===== config.mk =====
export PLATFORM = sky130hd
export DESIGN_NAME = onehot_hold_sequencer
export DESIGN_NICKNAME = d
export VERILOG_FILES = /design/src/rtl/onehot_hold_sequencer.sv
export SDC_FILE = /design/constraint.sdc
export NUM_CORES = 1
export LEC_CHECK = 0
export ABC_AREA = 1
export CAP_MARGIN = 30
export CORE_ASPECT_RATIO = 0.9
export CORE_MARGIN = 8
export CORE_UTILIZATION = 23
export CTS_CLUSTER_DIAMETER = 150
export DETAILED_ROUTE_END_ITERATION = 10
export GPL_TIMING_DRIVEN = 0
export PLACE_DENSITY = 0.56
export SYNTH_ARGS = -nofsm -noshare
export SYNTH_HDL_FRONTEND = slang
export SYNTH_SLANG_ARGS = --single-unit
export TNS_END_PERCENT = 5

===== constraint.sdc =====
create_clock -name clk -period 3.52 [get_ports clk]
set_clock_uncertainty 0.2 [all_clocks]
set_input_delay 0.704 -clock clk [delete_from_list [all_inputs] [get_ports clk]]
set_output_delay 0.704 -clock clk [all_outputs]
set_load 0.005 [all_outputs]

===== src/rtl/onehot_hold_sequencer.sv =====
// onehot_hold_sequencer: converts index requests (valid/ready) into a
// registered one-hot select bus x that holds each new value for at least
// MIN_HOLD cycles, so x is always one-hot and never re-changes early.
//
// Ports:
//   clk        - clock, all state updates on posedge
//   rst_n      - asynchronous active-low reset
//   req_valid  - request present
//   req_idx    - requested bit position ($clog2(W) bits)
//   req_ready  - request may be accepted this cycle (registered source)
//   x          - registered one-hot select (W bits)
//   cur_idx    - encoded index of the set bit in x
//   err        - one-cycle pulse after accepting req_idx >= W
//
// Optional feature macro: ONEHOT_HOLD_AUTO_ROTATE_EN
//   When defined, x rotates left by one after IDLE_ROTATE consecutive
//   idle cycles (ready and no request). Requests win over rotation.

module onehot_hold_sequencer #(
    parameter int W           = 4,
    parameter int MIN_HOLD    = 3,
    parameter int RESET_IDX   = 0,
    parameter int IDLE_ROTATE = 8
) (
    input  logic                 clk,
    input  logic                 rst_n,
    input  logic                 req_valid,
    input  logic [$clog2(W)-1:0] req_idx,
    output logic                 req_ready,
    output logic [W-1:0]         x,
    output logic [$clog2(W)-1:0] cur_idx,
    output logic                 err
);

    localparam int IW = $clog2(W);
    localparam int HW = (MIN_HOLD > 1) ? $clog2(MIN_HOLD) : 1;

    localparam logic [HW-1:0] HOLD_RLD = HW'(MIN_HOLD - 1);
    localparam logic [W-1:0]  X_RST    = W'(1) << RESET_IDX;
    localparam logic [IW-1:0] IDX_RST  = IW'(RESET_IDX);
    localparam logic [IW-1:0] IDX_MAX  = IW'(W - 1);

    // Elaboration-time parameter range checks.
    if (W < 2) begin : g_bad_w
        $error("onehot_hold_sequencer: W must be >= 2");
    end
    if (MIN_HOLD < 1) begin : g_bad_hold
        $error("onehot_hold_sequencer: MIN_HOLD must be >= 1");
    end
    if (RESET_IDX < 0 || RESET_IDX >= W) begin : g_bad_rst
        $error("onehot_hold_sequencer: RESET_IDX out of range");
    end
    if (IDLE_ROTATE < 1) begin : g_bad_idle
        $error("onehot_hold_sequencer: IDLE_ROTATE must be >= 1");
    end

    logic [W-1:0]  x_q;
    logic [W-1:0]  x_d;
    logic [IW-1:0] cur_q;
    logic [IW-1:0] cur_d;
    logic [HW-1:0] hold_q;
    logic [HW-1:0] hold_d;
    logic          err_q;
    logic          err_d;

    logic accept;
    logic idx_legal;
    logic load;
    logic rotate;

    assign req_ready = (hold_q == '0);
    assign accept    = req_valid && req_ready;

    // With W a power of two every encodable index is legal; only
    // non-power-of-two widths can see an out-of-range request.
    if (W == (1 << IW)) begin : g_pow2
        assign idx_legal = 1'b1;
    end else begin : g_npow2
        localparam logic [IW-1:0] W_IDX = IW'(W);
        assign idx_legal = (req_idx < W_IDX);
    end

    // Same-index and illegal requests complete the handshake but must
    // not disturb x or restart the hold window.
    assign load = accept && idx_legal && (req_idx != cur_q);

`ifdef ONEHOT_HOLD_AUTO_ROTATE_EN
    localparam int IRW = $clog2(IDLE_ROTATE + 1);
    localparam logic [IRW-1:0] IR_MAX = IRW'(IDLE_ROTATE);

    logic [IRW-1:0] idle_q;
    logic [IRW-1:0] idle_d;
    logic           idle_cyc;

    assign idle_cyc = req_ready && !req_valid;
    // A pending request (even one not yet ready) blocks rotation, and
    // an accepted one wins the edge outright.
    assign rotate   = idle_cyc && (idle_q == IR_MAX);

    always_comb begin
        idle_d = idle_q;
        if (rotate || !idle_cyc) begin
            idle_d = '0;
        end else if (idle_q != IR_MAX) begin
            idle_d = idle_q + IRW'(1);
        end
    end

    always_ff @(posedge clk or negedge rst_n) begin
        if (!rst_n) begin
            idle_q <= '0;
        end else begin
            idle_q <= idle_d;
        end
    end
`else
    assign rotate = 1'b0;
`endif

    always_comb begin
        x_d    = x_q;
        cur_d  = cur_q;
        hold_d = hold_q;
        err_d  = accept && !idx_legal;
        if (load) begin
            x_d    = W'(1) << req_idx;
            cur_d  = req_idx;
            hold_d = HOLD_RLD;
        end else if (rotate) begin
            x_d    = {x_q[W-2:0], x_q[W-1]};
            cur_d  = (cur_q == IDX_MAX) ? '0 : cur_q + IW'(1);
            hold_d = HOLD_RLD;
        end else if (hold_q != '0) begin
            hold_d = hold_q - HW'(1);
        end
    end

    always_ff @(posedge clk or negedge rst_n) begin
        if (!rst_n) begin
            x_q    <= X_RST;
            cur_q  <= IDX_RST;
            hold_q <= '0;
            err_q  <= 1'b0;
        end else begin
            x_q    <= x_d;
            cur_q  <= cur_d;
            hold_q <= hold_d;
            err_q  <= err_d;
        end
    end

    assign x       = x_q;
    assign cur_idx = cur_q;
    assign err     = err_q;

endmodule


==> flow_metrics.tcl <==
set metrics [dict create \
    cts-resized-gates 0 \
    placement.io_buffers 11 \
    n_fill_cell 200 \
    num_vias 349 \
    min_path_type "reg -> reg" \
    globalplace.congestion 0.692 \
    cts_hold_buffers 0 \
    stdcell_area_um2 593 \
    ff_latch_area_um2 201 \
    initial_core_util_pct 24.9 \
    synth-edff-count 0 \
    setup_violations 0 \
    run_status "finished, final reports clean" \
    die-area_um2 3490 \
    power.leakage_nw 0.296 \
    die_x_um 61.4 \
    initial_antenna_violation_count 0 \
    routed_wl_um 869 \
    required_ns 2.62 \
    detailedRoute.firstPassIterationCount 3 \
    report.final.hold_viol_count 0 \
    finalWorstPathRequiredPeriod_ns 2.38 \
    post-dp-hpwl_um 679 \
    post_drt_via_cell_ratio 3.84 \
    synthDominantCellAreaShare_pct 41.1 \
    post_synth_inst_count 52 \
    most_frequent_cells_after_synthesis "sky130_fd_sc_hd__nand2_1 (21), sky130_fd_sc_hd__dfrtp_1 (7), sky130_fd_sc_hd__inv_1 (6), sky130_fd_sc_hd__o21ai_2 (6)" \
    number_of_clock_buffers_inserted_by_tritoncts 3 \
    cp-end-kind "primary output" \
    drv_slew 0 \
    crit_arrival_ns 1.48 \
    number_of_remaining_drc_errors 0 \
    post-route-util_pct 34.5 \
    dpl.cell_count 87 \
    grt_pass1_wl_um 1470 \
    cp_top_family "buffers and inverters" \
    grt_start_max_net_pins 11 \
    final_min_period_over_clock_period_pct 67.6 \
    worstSetupStartpointType "register" \
    first_global_vias 323 \
    crit_path_top_delay_cell "sky130_fd_sc_hd__clkdlybuf4s50_1" \
    htree_levels 1 \
    avgRoutedWirePerCell_um 9.55 \
    max-cap-violations 0 \
    areaGrowthSynthToFinish_pct 39.0 \
    worst_skew_pair.late_latency_ns 0.26 \
    clock_sink_count 8 \
    placementRows 14 \
    worstPathCellList "inv_1, ha_1, clkdlybuf4s50_1" \
    gr-total-overflow 0 \
    nets 74 \
    highest_cell_delay_on_the_worst_timing_path_ns 0.54 \
    rsz0062_at_grt "no" \
    drt_first_iter_violations 10 \
    area_occupied_by_multi_input_gates_um2 176 \
    synth.yosys.seq_area_share_pct 47.2 \
    path_class "reg -> out" \
    synth_area_leaders "sky130_fd_sc_hd__dfrtp_1 (41%), sky130_fd_sc_hd__nand2_1 (18%), sky130_fd_sc_hd__o21ai_2 (12%), sky130_fd_sc_hd__dfstp_2 (6.2%), sky130_fd_sc_hd__inv_1 (5.3%)" \
    post_synth.cell_area_avg_um2 8.20 \
    layoutNonFillerInstCount 91 \
    coreArea_um2 1720 \
    clk_transition_reported_paths_ns 0.06 \
    setup-tns-final_ns 0 \
    synth_seq_cells 8 \
    power_per_cell_area_nw_per_um2 795 \
    most_used_standard_cell_by_instance_count_after_synthesis "sky130_fd_sc_hd__nand2_1" \
    chipHeight_um 56.9 \
    post_route_cells_drive_above_1_share_pct 25.4 \
    io_pins 13 \
    worstPathBufferInverterCount 2 \
    cts.repair_timing.setup_buffer_count 0 \
    yosys.cell_types.count 13 \
    dpl-instance-area_um2 567 \
    postRouteAntennaNets 0 \
    ys.flop_type "sky130_fd_sc_hd__dfrtp_1" \
    max-vdd-ir-drop_mv 0.422 \
    clock-root-buffer "sky130_fd_sc_hd__clkbuf_4" \
    antennaDiodeCount 0 \
    cts_tree "built" \
    post_synthesis_cell_type_with_the_largest_combined_area "sky130_fd_sc_hd__dfrtp_1" \
    finalWorstSetupSlack_ns 1.14 \
    fmax_mhz 420 \
    yosys_warnings 0 \
    grt_use_total_pct 6.08 \
    netlist_area_um2 427 \
    critical_path.max_fanout 6 \
    max-clock-path-buffers 2 \
    pre_cts_slack_ns 1.29 \
    synth.net_count 58 \
    share_of_flip_flops_with_an_asynchronous_set_or_reset_after_synthesis_pct 100 \
]
[final cells by class]
| cell class | count | area share, % |
|---|---|---|
| inverter | 8 | 5.06 |
| timing repair buffer | 11 | 18.6 |
| multi-input combinational | 34 | 29.7 |
| sequential | 8 | 34.0 |
| tap | 24 | 5.06 |
| clock buffer | 4 | 4.43 |
| buffer | 2 | 3.16 |
[state kept, by name, summed over array words and instances, names as in the netlist]
signal,flops
hold_q,2
x,4
cur_idx,2
[layout by cell type, fill, tap and decap left out]
cell,count
sky130_fd_sc_hd__o21ai_2,6
sky130_fd_sc_hd__dfrtp_1,7
sky130_fd_sc_hd__clkbuf_1,1
sky130_fd_sc_hd__or2_2,1
sky130_fd_sc_hd__ha_1,1
sky130_fd_sc_hd__clkdlybuf4s50_1,11
sky130_fd_sc_hd__buf_4,1
sky130_fd_sc_hd__inv_2,2
sky130_fd_sc_hd__nand2_2,2
sky130_fd_sc_hd__nand3_1,2
sky130_fd_sc_hd__nand2_1,21
sky130_fd_sc_hd__buf_6,1
sky130_fd_sc_hd__conb_1,1
sky130_fd_sc_hd__clkbuf_4,3
sky130_fd_sc_hd__dfstp_2,1
sky130_fd_sc_hd__inv_1,6
[cell families (layout without fill, tap and decap cells)]
kind of cell,after synthesis,count (layout),synth area share (%)
buffers and inverters,10,25,11.4
flip-flops,8,8,47.2
other,1,1,0.879
adder cells (fa/ha/maj),1,1,2.93
AO/OA/AOI/OAI,6,6,12.3
AND/OR/NAND/NOR,26,26,25.2
[report_power, final]
group          switching [W]  internal (W)  total [W]  leakage (nW)
logic               0.000106      0.000126   0.000232         0.183
clock network      0.0000328     0.0000435  0.0000762        0.0150
registers          0.0000249      0.000138   0.000163        0.0986
total               0.000164      0.000308   0.000472         0.296
[metrics by stage]
step	hold WS, ns	total power (W)
finish	0.278	0.000472
global route	0.300	0.000519
CTS	0.283	0.000483
detailed placement	0.268	0.000402
global placement	0.270	0.000399
floorplan	0.208	0.000298
[worst register-to-register path: stages, from the launching register on]
cell                      delay [ns]
sky130_fd_sc_hd__dfrtp_1        0.38
sky130_fd_sc_hd__inv_1          0.06
sky130_fd_sc_hd__ha_1           0.24
sky130_fd_sc_hd__nand2_1        0.08
sky130_fd_sc_hd__inv_1          0.06
sky130_fd_sc_hd__nand2_2        0.10
sky130_fd_sc_hd__buf_6          0.17
sky130_fd_sc_hd__nand3_1        0.07
sky130_fd_sc_hd__nand2_1        0.06
[worst paths after layout]
path	startpoint	cells past startpoint	slack (ns)	endpoint
setup / recovery	hold_q[0]$_DFFE_PN0P_	3	1.14	req_ready
hold / removal	x[2]$_DFFE_PN0P_	2	0.28	x[2]$_DFFE_PN0P_
setup reg to reg	hold_q[0]$_DFFE_PN0P_	8	1.97	hold_q[0]$_DFFE_PN0P_
hold reg to reg	x[2]$_DFFE_PN0P_	2	0.28	x[2]$_DFFE_PN0P_
max in group asynchronous	rst_n	1	2.29	x[0]$_DFFE_PN1P_
min in group asynchronous	rst_n	1	0.52	x[2]$_DFFE_PN0P_
[routing by layer]
metal  up-vias  routed length, µm  global-route usage, %
met5         -                  0                      0
met2        12                350                   6.72
met3         2                 84                   3.86
met4         0                 14                   4.87
li1        185                  -                      -
met1       150                420                   7.69
(Power assumes the default switching activity.)
